### config.mk
export PLATFORM = sky130hd
export DESIGN_NAME = freq_meter_flat
export DESIGN_NICKNAME = d
export VERILOG_FILES = /design/src/rtl/freq_meter_if.sv /design/src/rtl/freq_meter.sv /design/src/flat_wrapper.sv
export SDC_FILE = /design/constraint.sdc
export NUM_CORES = 1
export LEC_CHECK = 0
export ABC_CLOCK_PERIOD_IN_PS = 7000
export CAP_MARGIN = 20
export CORE_UTILIZATION = 40
export CTS_CLUSTER_DIAMETER = 80
export DETAILED_ROUTE_END_ITERATION = 12
export DONT_BUFFER_PORTS = 1
export REMOVE_ABC_BUFFERS = 1
export SLEW_MARGIN = 10
export SYNTH_ARGS = -nofsm -noshare
export SYNTH_HDL_FRONTEND = slang
export SYNTH_SLANG_ARGS = --single-unit
### constraint.sdc
create_clock -name clk -period 7 [get_ports clk]
set_input_delay 1.75 -clock clk [delete_from_list [all_inputs] [get_ports clk]]
set_output_delay 1.75 -clock clk [all_outputs]
set_load 0.01 [all_outputs]
### src/rtl/freq_meter_if.sv
// Measurement bus of the frequency meter.
//   sig_in     : slow square wave under test (asynchronous to clk)
//   period     : last complete rising-to-rising period, clk cycles
//   high_time  : high-phase length of that period, clk cycles
//   valid      : one-cycle pulse when period/high_time/freq_class update
//   freq_class : 00 unknown, 01 1 Hz, 10 4 Hz, 11 no signal
//   timeout    : high while no rising edge has been seen for too long
// master = the meter, slave = the consumer that owns sig_in.
interface freq_meter_if #(
   parameter int unsigned PERIOD_W = 32
);
   logic                sig_in;
   logic [PERIOD_W-1:0] period;
   logic [PERIOD_W-1:0] high_time;
   logic                valid;
   logic [1:0]          freq_class;
   logic                timeout;

   modport master (
      input  sig_in,
      output period, high_time, valid, freq_class, timeout
   );

   modport slave (
      output sig_in,
      input  period, high_time, valid, freq_class, timeout
   );
endinterface

### src/rtl/freq_meter.sv
// Period / high-time meter for a slow square wave with 1 Hz / 4 Hz
// classification and loss-of-signal detection.
//   clk : system clock, all logic on its rising edge
//   rst : synchronous active-high reset
//   bus : freq_meter_if.master (sig_in in; period, high_time, valid,
//         freq_class, timeout out; all outputs registered)
module freq_meter #(
   parameter int unsigned CLK_FREQ  = 100000000,
   parameter int unsigned PERIOD_W  = 32,
   parameter int unsigned TOL_SHIFT = 6
) (
   input  logic         clk,
   input  logic         rst,
   freq_meter_if.master bus
);

   localparam int unsigned TIMEOUT_CYC = 2 * CLK_FREQ;
   localparam int unsigned TCNT_W      = $clog2(TIMEOUT_CYC + 1);
   localparam int unsigned Q_FREQ      = CLK_FREQ / 4;
   localparam int unsigned CW          = PERIOD_W + 1;

   // Classification windows, inclusive, one bit wider than the counters
   localparam logic [CW-1:0] HZ1_LO = CW'(CLK_FREQ - (CLK_FREQ >> TOL_SHIFT));
   localparam logic [CW-1:0] HZ1_HI = CW'(CLK_FREQ + (CLK_FREQ >> TOL_SHIFT));
   localparam logic [CW-1:0] HZ4_LO = CW'(Q_FREQ - (Q_FREQ >> TOL_SHIFT));
   localparam logic [CW-1:0] HZ4_HI = CW'(Q_FREQ + (Q_FREQ >> TOL_SHIFT));

   localparam logic [1:0] CLS_UNKNOWN = 2'b00;
   localparam logic [1:0] CLS_1HZ     = 2'b01;
   localparam logic [1:0] CLS_4HZ     = 2'b10;
   localparam logic [1:0] CLS_LOST    = 2'b11;

   typedef enum logic [1:0] {
      ST_IDLE    = 2'd0,
      ST_MEASURE = 2'd1,
      ST_LOST    = 2'd2
   } state_t;

   state_t              state;
   logic                s1, s2, s3;
   logic [PERIOD_W-1:0] cnt;
   logic [PERIOD_W-1:0] hcnt;
   logic [TCNT_W-1:0]   tcnt;
   logic [PERIOD_W-1:0] period_q;
   logic [PERIOD_W-1:0] high_q;
   logic                valid_q;
   logic [1:0]          class_q;
   logic                timeout_q;

   logic                rise_c;
   logic                cnt_sat_c;
   logic                hcnt_sat_c;
   logic                tcnt_hit_c;
   logic [CW-1:0]       cnt_ext_c;
   logic [1:0]          class_c;

   // Edge detect on the synchronized input
   assign rise_c     = s2 & ~s3;
   assign cnt_sat_c  = &cnt;
   assign hcnt_sat_c = &hcnt;
   // tcnt counts cycles since the last rise (since reset while idle)
   assign tcnt_hit_c = (tcnt == TCNT_W'(TIMEOUT_CYC));
   assign cnt_ext_c  = {1'b0, cnt};

   // Class of the period being closed by the current rise
   always_comb begin
      class_c = CLS_UNKNOWN;
      if ((cnt_ext_c >= HZ1_LO) && (cnt_ext_c <= HZ1_HI)) begin
         class_c = CLS_1HZ;
      end else if ((cnt_ext_c >= HZ4_LO) && (cnt_ext_c <= HZ4_HI)) begin
         class_c = CLS_4HZ;
      end
   end

   // Synchronizer, measurement FSM and registered outputs
   always_ff @(posedge clk) begin
      if (rst) begin
         state     <= ST_IDLE;
         s1        <= 1'b0;
         s2        <= 1'b0;
         s3        <= 1'b0;
         cnt       <= '0;
         hcnt      <= '0;
         tcnt      <= '0;
         period_q  <= '0;
         high_q    <= '0;
         valid_q   <= 1'b0;
         class_q   <= CLS_UNKNOWN;
         timeout_q <= 1'b0;
      end else begin
         s1      <= bus.sig_in;
         s2      <= s1;
         s3      <= s2;
         valid_q <= 1'b0;

         case (state)
            // Waiting for a reference rise; nothing to report yet
            ST_IDLE: begin
               if (rise_c) begin
                  state <= ST_MEASURE;
                  cnt   <= PERIOD_W'(1);
                  hcnt  <= PERIOD_W'(1);
                  tcnt  <= TCNT_W'(1);
               end else if (tcnt_hit_c) begin
                  state     <= ST_LOST;
                  timeout_q <= 1'b1;
                  class_q   <= CLS_LOST;
               end else begin
                  tcnt <= tcnt + TCNT_W'(1);
               end
            end

            // A rise closes the running period; a rise on the threshold
            // cycle wins over the timeout
            ST_MEASURE: begin
               if (rise_c) begin
                  period_q <= cnt;
                  high_q   <= hcnt;
                  class_q  <= class_c;
                  valid_q  <= 1'b1;
                  cnt      <= PERIOD_W'(1);
                  hcnt     <= PERIOD_W'(1);
                  tcnt     <= TCNT_W'(1);
               end else if (tcnt_hit_c) begin
                  state     <= ST_LOST;
                  timeout_q <= 1'b1;
                  class_q   <= CLS_LOST;
               end else begin
                  if (!cnt_sat_c) begin
                     cnt <= cnt + PERIOD_W'(1);
                  end
                  if (s2 && !hcnt_sat_c) begin
                     hcnt <= hcnt + PERIOD_W'(1);
                  end
                  tcnt <= tcnt + TCNT_W'(1);
               end
            end

            // Recovery rise only re-arms; the partial period is dropped
            // and freq_class keeps reporting loss until the next valid
            ST_LOST: begin
               if (rise_c) begin
                  state     <= ST_MEASURE;
                  timeout_q <= 1'b0;
                  cnt       <= PERIOD_W'(1);
                  hcnt      <= PERIOD_W'(1);
                  tcnt      <= TCNT_W'(1);
               end
            end

            default: begin
               state <= ST_IDLE;
            end
         endcase
      end
   end

   assign bus.period     = period_q;
   assign bus.high_time  = high_q;
   assign bus.valid      = valid_q;
   assign bus.freq_class = class_q;
   assign bus.timeout    = timeout_q;

endmodule

### src/flat_wrapper.sv
// flat-port wrapper written by rule: the top's interface ports become plain ports
module freq_meter_flat 
#(
   parameter int unsigned CLK_FREQ  = 100000000,
   parameter int unsigned PERIOD_W  = 32,
   parameter int unsigned TOL_SHIFT = 6
)
  (clk, rst, bus_sig_in, bus_period, bus_high_time, bus_valid, bus_freq_class, bus_timeout);
  freq_meter_if #(.PERIOD_W(PERIOD_W)) bus_i ();
  input  logic clk;
  input  logic rst;
  input wire logic [$bits(bus_i.sig_in)-1:0] bus_sig_in;
  output wire logic [$bits(bus_i.period)-1:0] bus_period;
  output wire logic [$bits(bus_i.high_time)-1:0] bus_high_time;
  output wire logic [$bits(bus_i.valid)-1:0] bus_valid;
  output wire logic [$bits(bus_i.freq_class)-1:0] bus_freq_class;
  output wire logic [$bits(bus_i.timeout)-1:0] bus_timeout;
  assign bus_i.sig_in = bus_sig_in;
  assign bus_period = bus_i.period;
  assign bus_high_time = bus_i.high_time;
  assign bus_valid = bus_i.valid;
  assign bus_freq_class = bus_i.freq_class;
  assign bus_timeout = bus_i.timeout;
  freq_meter #(.CLK_FREQ(CLK_FREQ), .PERIOD_W(PERIOD_W), .TOL_SHIFT(TOL_SHIFT)) u_core (.clk(clk), .rst(rst), .bus(bus_i));
endmodule
Word level (Yosys, flattened, before mapping)
Index checks and enable logic that the tools add are counted.
{ "classes": {"add_sub_neg": 3, "n_mul": 0, "div": 0, "order_cmp": 4, "n_eq_ne": 13, "n_shift": 0, "n_mux": 29, "n_bitwise": 3, "n_reduce_logical": 20} }
{ "op_table": {"columns": ["op", "n"], "rows": [
  ["32-bit two-way mux", 7],
  ["32-bit case mux with 2 select lines", 2],
  ["28-bit two-way mux", 3],
  ["32-bit by 1-bit adder with 32-bit output (second input constant)", 2],
  ["32-bit AND reduction", 2],
  ["28-bit case mux with 2 select lines", 1],
  ["32-bit by 25-bit greater-or-equal comparator with 1-bit output (second input constant)", 1],
  ["32-bit by 27-bit greater-or-equal comparator with 1-bit output (second input constant)", 1],
  ["32-bit by 25-bit <= comparator with 1-bit output (second input constant)", 1],
  ["32-bit by 27-bit <= comparator with 1-bit output (second input constant)", 1],
  ["28-bit by 1-bit adder with 28-bit output (second input constant)", 1],
  ["28-bit == test (second input constant)", 1],
  ["2-bit two-way mux", 9],
  ["4-bit AND reduction", 3],
  ["3-bit by 2-bit != test with 1-bit output (second input constant)", 3],
  ["2-bit by 1-bit != test with 1-bit output (second input constant)", 3],
  ["2-bit != test (second input constant)", 3],
  ["2-bit case mux with 3 select lines", 1],
  ["2-bit AND reduction", 3],
  ["2-bit nonzero test", 3],
  ["2-bit OR reduction", 3],
  ["1-bit two-way mux", 4],
  ["2-bit case mux with 2 select lines", 1],
  ["1-bit logical AND", 3],
  ["other kinds (9)", 10]
]} }
{ "word_totals": {"regBits": 165, "latchBits": 0, "ram_bits": 0, "mem_bits_ro": 0, "in_bits": 3, "out_inout_bits": 68, "wordCells": 84, "memories": 0} }

Depth between registers and ports, before layout
{ "logic_depth": {"depth_word": 7, "mapped_depth": 11, "depth_no_buf": 8} }

Worst setup path before layout
Ideal clock, no wire load.
{ "synth_path": {"kind": "input port to flip-flop", "startpoint": "in rst", "endpoint": "reg u_core.cnt[13]", "setup_ns": 0.059, "t_arrival_ns": 2.715, "t_required_ns": 6.941, "path_slack_ns": 4.225, "stages": 4, "path_buffers": 1, "path_cell_list": "or2_2 -> clkbuf_1 -> or4_1 -> nand2_1"} }
{ "synth_rtl": {"columns": ["element", "line", "source"], "rows": [
  ["start: declaration", "flat_wrapper.sv:11", "input logic rst;"],
  ["end signal: assignment", "freq_meter.sv:130", "cnt <= cnt + PERIOD_W'(1);"],
  ["end: declaration", "freq_meter.sv:41", "logic [PERIOD_W-1:0] cnt;"]
]} }

==> results.md <==
* Instance count of the mapped netlist at slightly above 1000
* Largest voltage drop on the vdd net at 158 uV
* Worst hold path cell count at 2
* Gr ovfl total at 0
* DIE HEIGHT at between 100 and 150 um
* Resized cells post-CTS at 0
* Total I/O pin count at 71
* Timing-limited maximum frequency at 333 MHz
* Drt initial violations at 615
* Async set-or-reset flop fraction in the synthesized netlist at 0%
* Outcome: complete, no violations
* Met3 wirelength from detailed routing at 1370 um
* XOR/XNOR Fraction of Synth Area at 1.78%
* Number of cell rows at 50
* Number of detailed-route iterations in the first pass at 5
* Number of filler cells placed in the layout at approximately 1900
* Worst Path Max Fanout at approximately 110
* Antenna Violating Nets Remaining at 0
* Final worst hold slack at 0.478 ns
* Total routed wire length on the met1 layer at 10100 um
* Count of inserted antenna diode cells at 0
* Required @ worst endpoint at roughly 7.3 ns
* Worst flop-to-flop path endpoint: u_core.cnt[4]$_SDFFE_PP0P_
* Adder and majority gate portion of the synthesized area at 1.11%
* Clock net sink count at 165
* Most frequent cell after synthesis: sky130_fd_sc_hd__nand2_1
* Final estimated routing congestion in global placement at just under 0.9
* Number of antenna violations at the first check in global routing at 0
* Setup clock skew after layout at between 0.008 and 0.009 ns
* Register-to-register setup slack at 4.05 ns
* R2r startpoint: u_core.s2$_SDFF_PP0_
* Number of buffers inserted by hold repair at cts at 0
* Dpl cell area at 7880 sq um
* Unrepaired setup endpoints after global routing: false
* Number of cell instances on the worst register-to-register path at 5
* Clock tree root buffer cell: sky130_fd_sc_hd__clkbuf_16
* Highest metal layer used by the detailed router: met4
* Simple-gate area share of the yosys netlist at a little under a third
* Post-detailed-route DRC marker count at 0
* Routed via count at around 7100
* Post-synth design cell area at 7870 sq um
* Mean cell area of the mapped netlist at 7.75 sq um
* Total of flip-flops plus latches after synthesis at 165
* Endpoints failing hold at 0
* Slew headroom at 27.6%
* Maximum clock insertion buffer count at 2
* Max-slew violation count at 0
* Number of levels in the clock H-tree at 4
* Maximum number of pins on one net before global-route repair at 115
* HPWL after detailed placement at 13500 um
* Global-route total usage across every layer at 20.8%
* Slew at the pin closest to its max-slew limit at ~1.1 ns
* Yosys warning total at 0
* Endpoint of the worst hold-timing path: u_core.tcnt[25]$_SDFFE_PP0P_
* IO buf count at 0
* Core Box Area at 19000 sq um
* X dimension of the die at 142 um
* Cell area power density at ~230 nW/um^2
* Final worst path period need at 3.00 ns
* Clock-pin slew on the worst setup and hold paths at 0.06 ns
* Synth area leader: sky130_fd_sc_hd__dfxtp_1
* Global-route wire length before repair at 33500 um
* Number of vias per cell after detailed routing at 5.80
* Number of enable-type register cells in the synthesized netlist at 0
* Area delta synth->final at 7.87%
* WL/cell at 16.7 um
* Most area-consuming cells after synthesis: sky130_fd_sc_hd__dfxtp_1, sky130_fd_sc_hd__nand2_1, sky130_fd_sc_hd__a21oi_1
* TritonCTS clock tree: yes
* Cell leakage power at roughly 2.6 nW
* Post-synth top area share at approximately two fifths
* CTS Buf Count at 17
* Data arrival time of the critical path at 3.32 ns
* Max-cap violation count at 0
* List of most frequent post-synthesis cells: sky130_fd_sc_hd__nand2_1, sky130_fd_sc_hd__dfxtp_1, sky130_fd_sc_hd__a21oi_1
* Wire length after detailed routing at 20500 um
* Startpoint kind of the worst setup timing path: primary input
* Post-CTS setup buffer count at 0
* Setup TNS at 0 ns
* Routed length on met2 at roughly 9000 um
* Total Die Area at 20200 sq um
* Distinct cell type count after synthesis at 65
* Hold path startpoint: u_core.tcnt[25]$_SDFFE_PP0P_
* Pre-CTS WS at 3.66 ns
* Least setup slack across all paths after layout at ~4.0 ns
* Endpoint class of the critical path: flop
* Starting Density at 41.4%
* Largest family of logic cells by synthesized area: simple AND/OR/NAND/NOR gates
* Hold WC Path Type: flop to flop
* Period utilization at 42.9%
* Vias in the first global route at 6217
* Proportion of synthesized chip area in sequential cells at 42.0%
* Fraction of final layout cells sized beyond drive strength 1 at 5.77%
* Cell area after layout at 8490 sq um
* Number of endpoints failing setup at the final stage at 0
* Share of the synthesized area in compound gates (AO/OA/AOI/OAI) at 18.5%
* Setup Crit Path Kind: primary input to flop
* Worst-Skew Late Latency at 0.43 ns
* Primary flip-flop cell chosen by synthesis mapping: sky130_fd_sc_hd__dfxtp_1
* Multiplexer share of the synthesized area at 0.270%
* Net count reported at finish at 969
[logic make-up (layout without fill, tap and decap cells)]
kind of cell    after synthesis  in the layout
simple gates                483            483
compound gates              245            245
mux                           2              2
fa+ha+maj                     7              7
xor+xnor                     16             16
buf+inv                      98             53
flops                       165            165
[stage by stage]
step                      instances  utilization (%)  power (W)
final                          1231             44.6    0.00197
after global routing           1231             44.6    0.00204
after CTS                      1231             44.6    0.00199
after detailed placement       1200             41.4    0.00102
after global placement         1200             41.4    0.00102
after floorplan                 936                -    0.00100
[layout by cell type (no fill, tap or decap), drive strengths merged, types with 4 or more instances in the layout]
cell type / netlist / routed
and2: 6 / 6
inv: 18 / 20
a31oi: 11 / 11
a21oi: 128 / 128
dfxtp: 165 / 165
nand2: 191 / 191
buf: 34 / 4
a41oi: 6 / 6
xnor2: 14 / 14
nor4: 23 / 23
ha: 7 / 7
nor4b: 6 / 6
nor4bb: 4 / 4
nand4b: 5 / 5
a311oi: 4 / 4
nor3: 24 / 24
a31o: 4 / 4
o21ai: 50 / 50
a211oi: 6 / 6
clkbuf: 46 / 20
and4: 6 / 6
or3: 33 / 33
and3: 18 / 18
clkinv: 0 / 4
or2: 4 / 4
or4: 18 / 18
nand3: 38 / 38
o31ai: 9 / 9
nand4: 29 / 29
nor2b: 6 / 6
nor2: 64 / 64
[critical path, cell delays in order]
cell and delay [ns]:
sky130_fd_sc_hd__or2_2 0.83, sky130_fd_sc_hd__a2111oi_0 0.15, sky130_fd_sc_hd__mux2_2 0.33, sky130_fd_sc_hd__a21o_1 0.15
[how the worst max path moves through the flow]
stage | start | endpoint | cells after the start
after floorplan | rst | u_core.cnt[13]$_SDFFE_PP0P_ | 3
after global placement | rst | u_core.hcnt[31]$_SDFFE_PP0P_ | 4
after detailed placement | rst | u_core.hcnt[31]$_SDFFE_PP0P_ | 4
after CTS | rst | u_core.hcnt[31]$_SDFFE_PP0P_ | 4
after global routing | u_core.s2$_SDFF_PP0_ | u_core.cnt[7]$_SDFFE_PP0P_ | 5
final | rst | u_core.hcnt[31]$_SDFFE_PP0P_ | 4
[cell type report]
class	count	area, sq um	area share (%)
Timing Repair Buffer	4	30.0	0.354
Inverter	18	67.6	0.796
Multi-Input combinational cell	753	4160	49.0
Clock buffer	20	457	5.38
Sequential cell	165	3300	38.9
Tap cell	260	325	3.83
Clock inverter	11	150	1.77
[layer usage]
| metal | vias up | track usage (%) |
|---|---|---|
| li1 | 3521 | - |
| met4 | 0 | 5.38 |
| met3 | 15 | 4.74 |
| met1 | 3366 | 30.5 |
| met2 | 237 | 30.4 |
| met5 | - | 0 |
[power by group]
part / total, W / internal, W / switching, W
sequential: 0.000951 / 0.000944 / 0.00000733
clock: 0.000970 / 0.000580 / 0.000390
combinational: 0.0000501 / 0.0000137 / 0.0000364
total: 0.00197 / 0.00154 / 0.000434
[registers in the layout, indices dropped and copies added (netlist names)]
signal / cells
u_core.bus.freq_class: 2
u_core.bus.high_time: 32
u_core.bus.period: 32
u_core.bus.timeout: 1
u_core.bus.valid: 1
u_core.cnt: 32
u_core.hcnt: 32
u_core.s1: 1
u_core.s2: 1
u_core.s3: 1
u_core.state: 2
u_core.tcnt: 28
No activity file was read; power rests on OpenSTA's default activity.
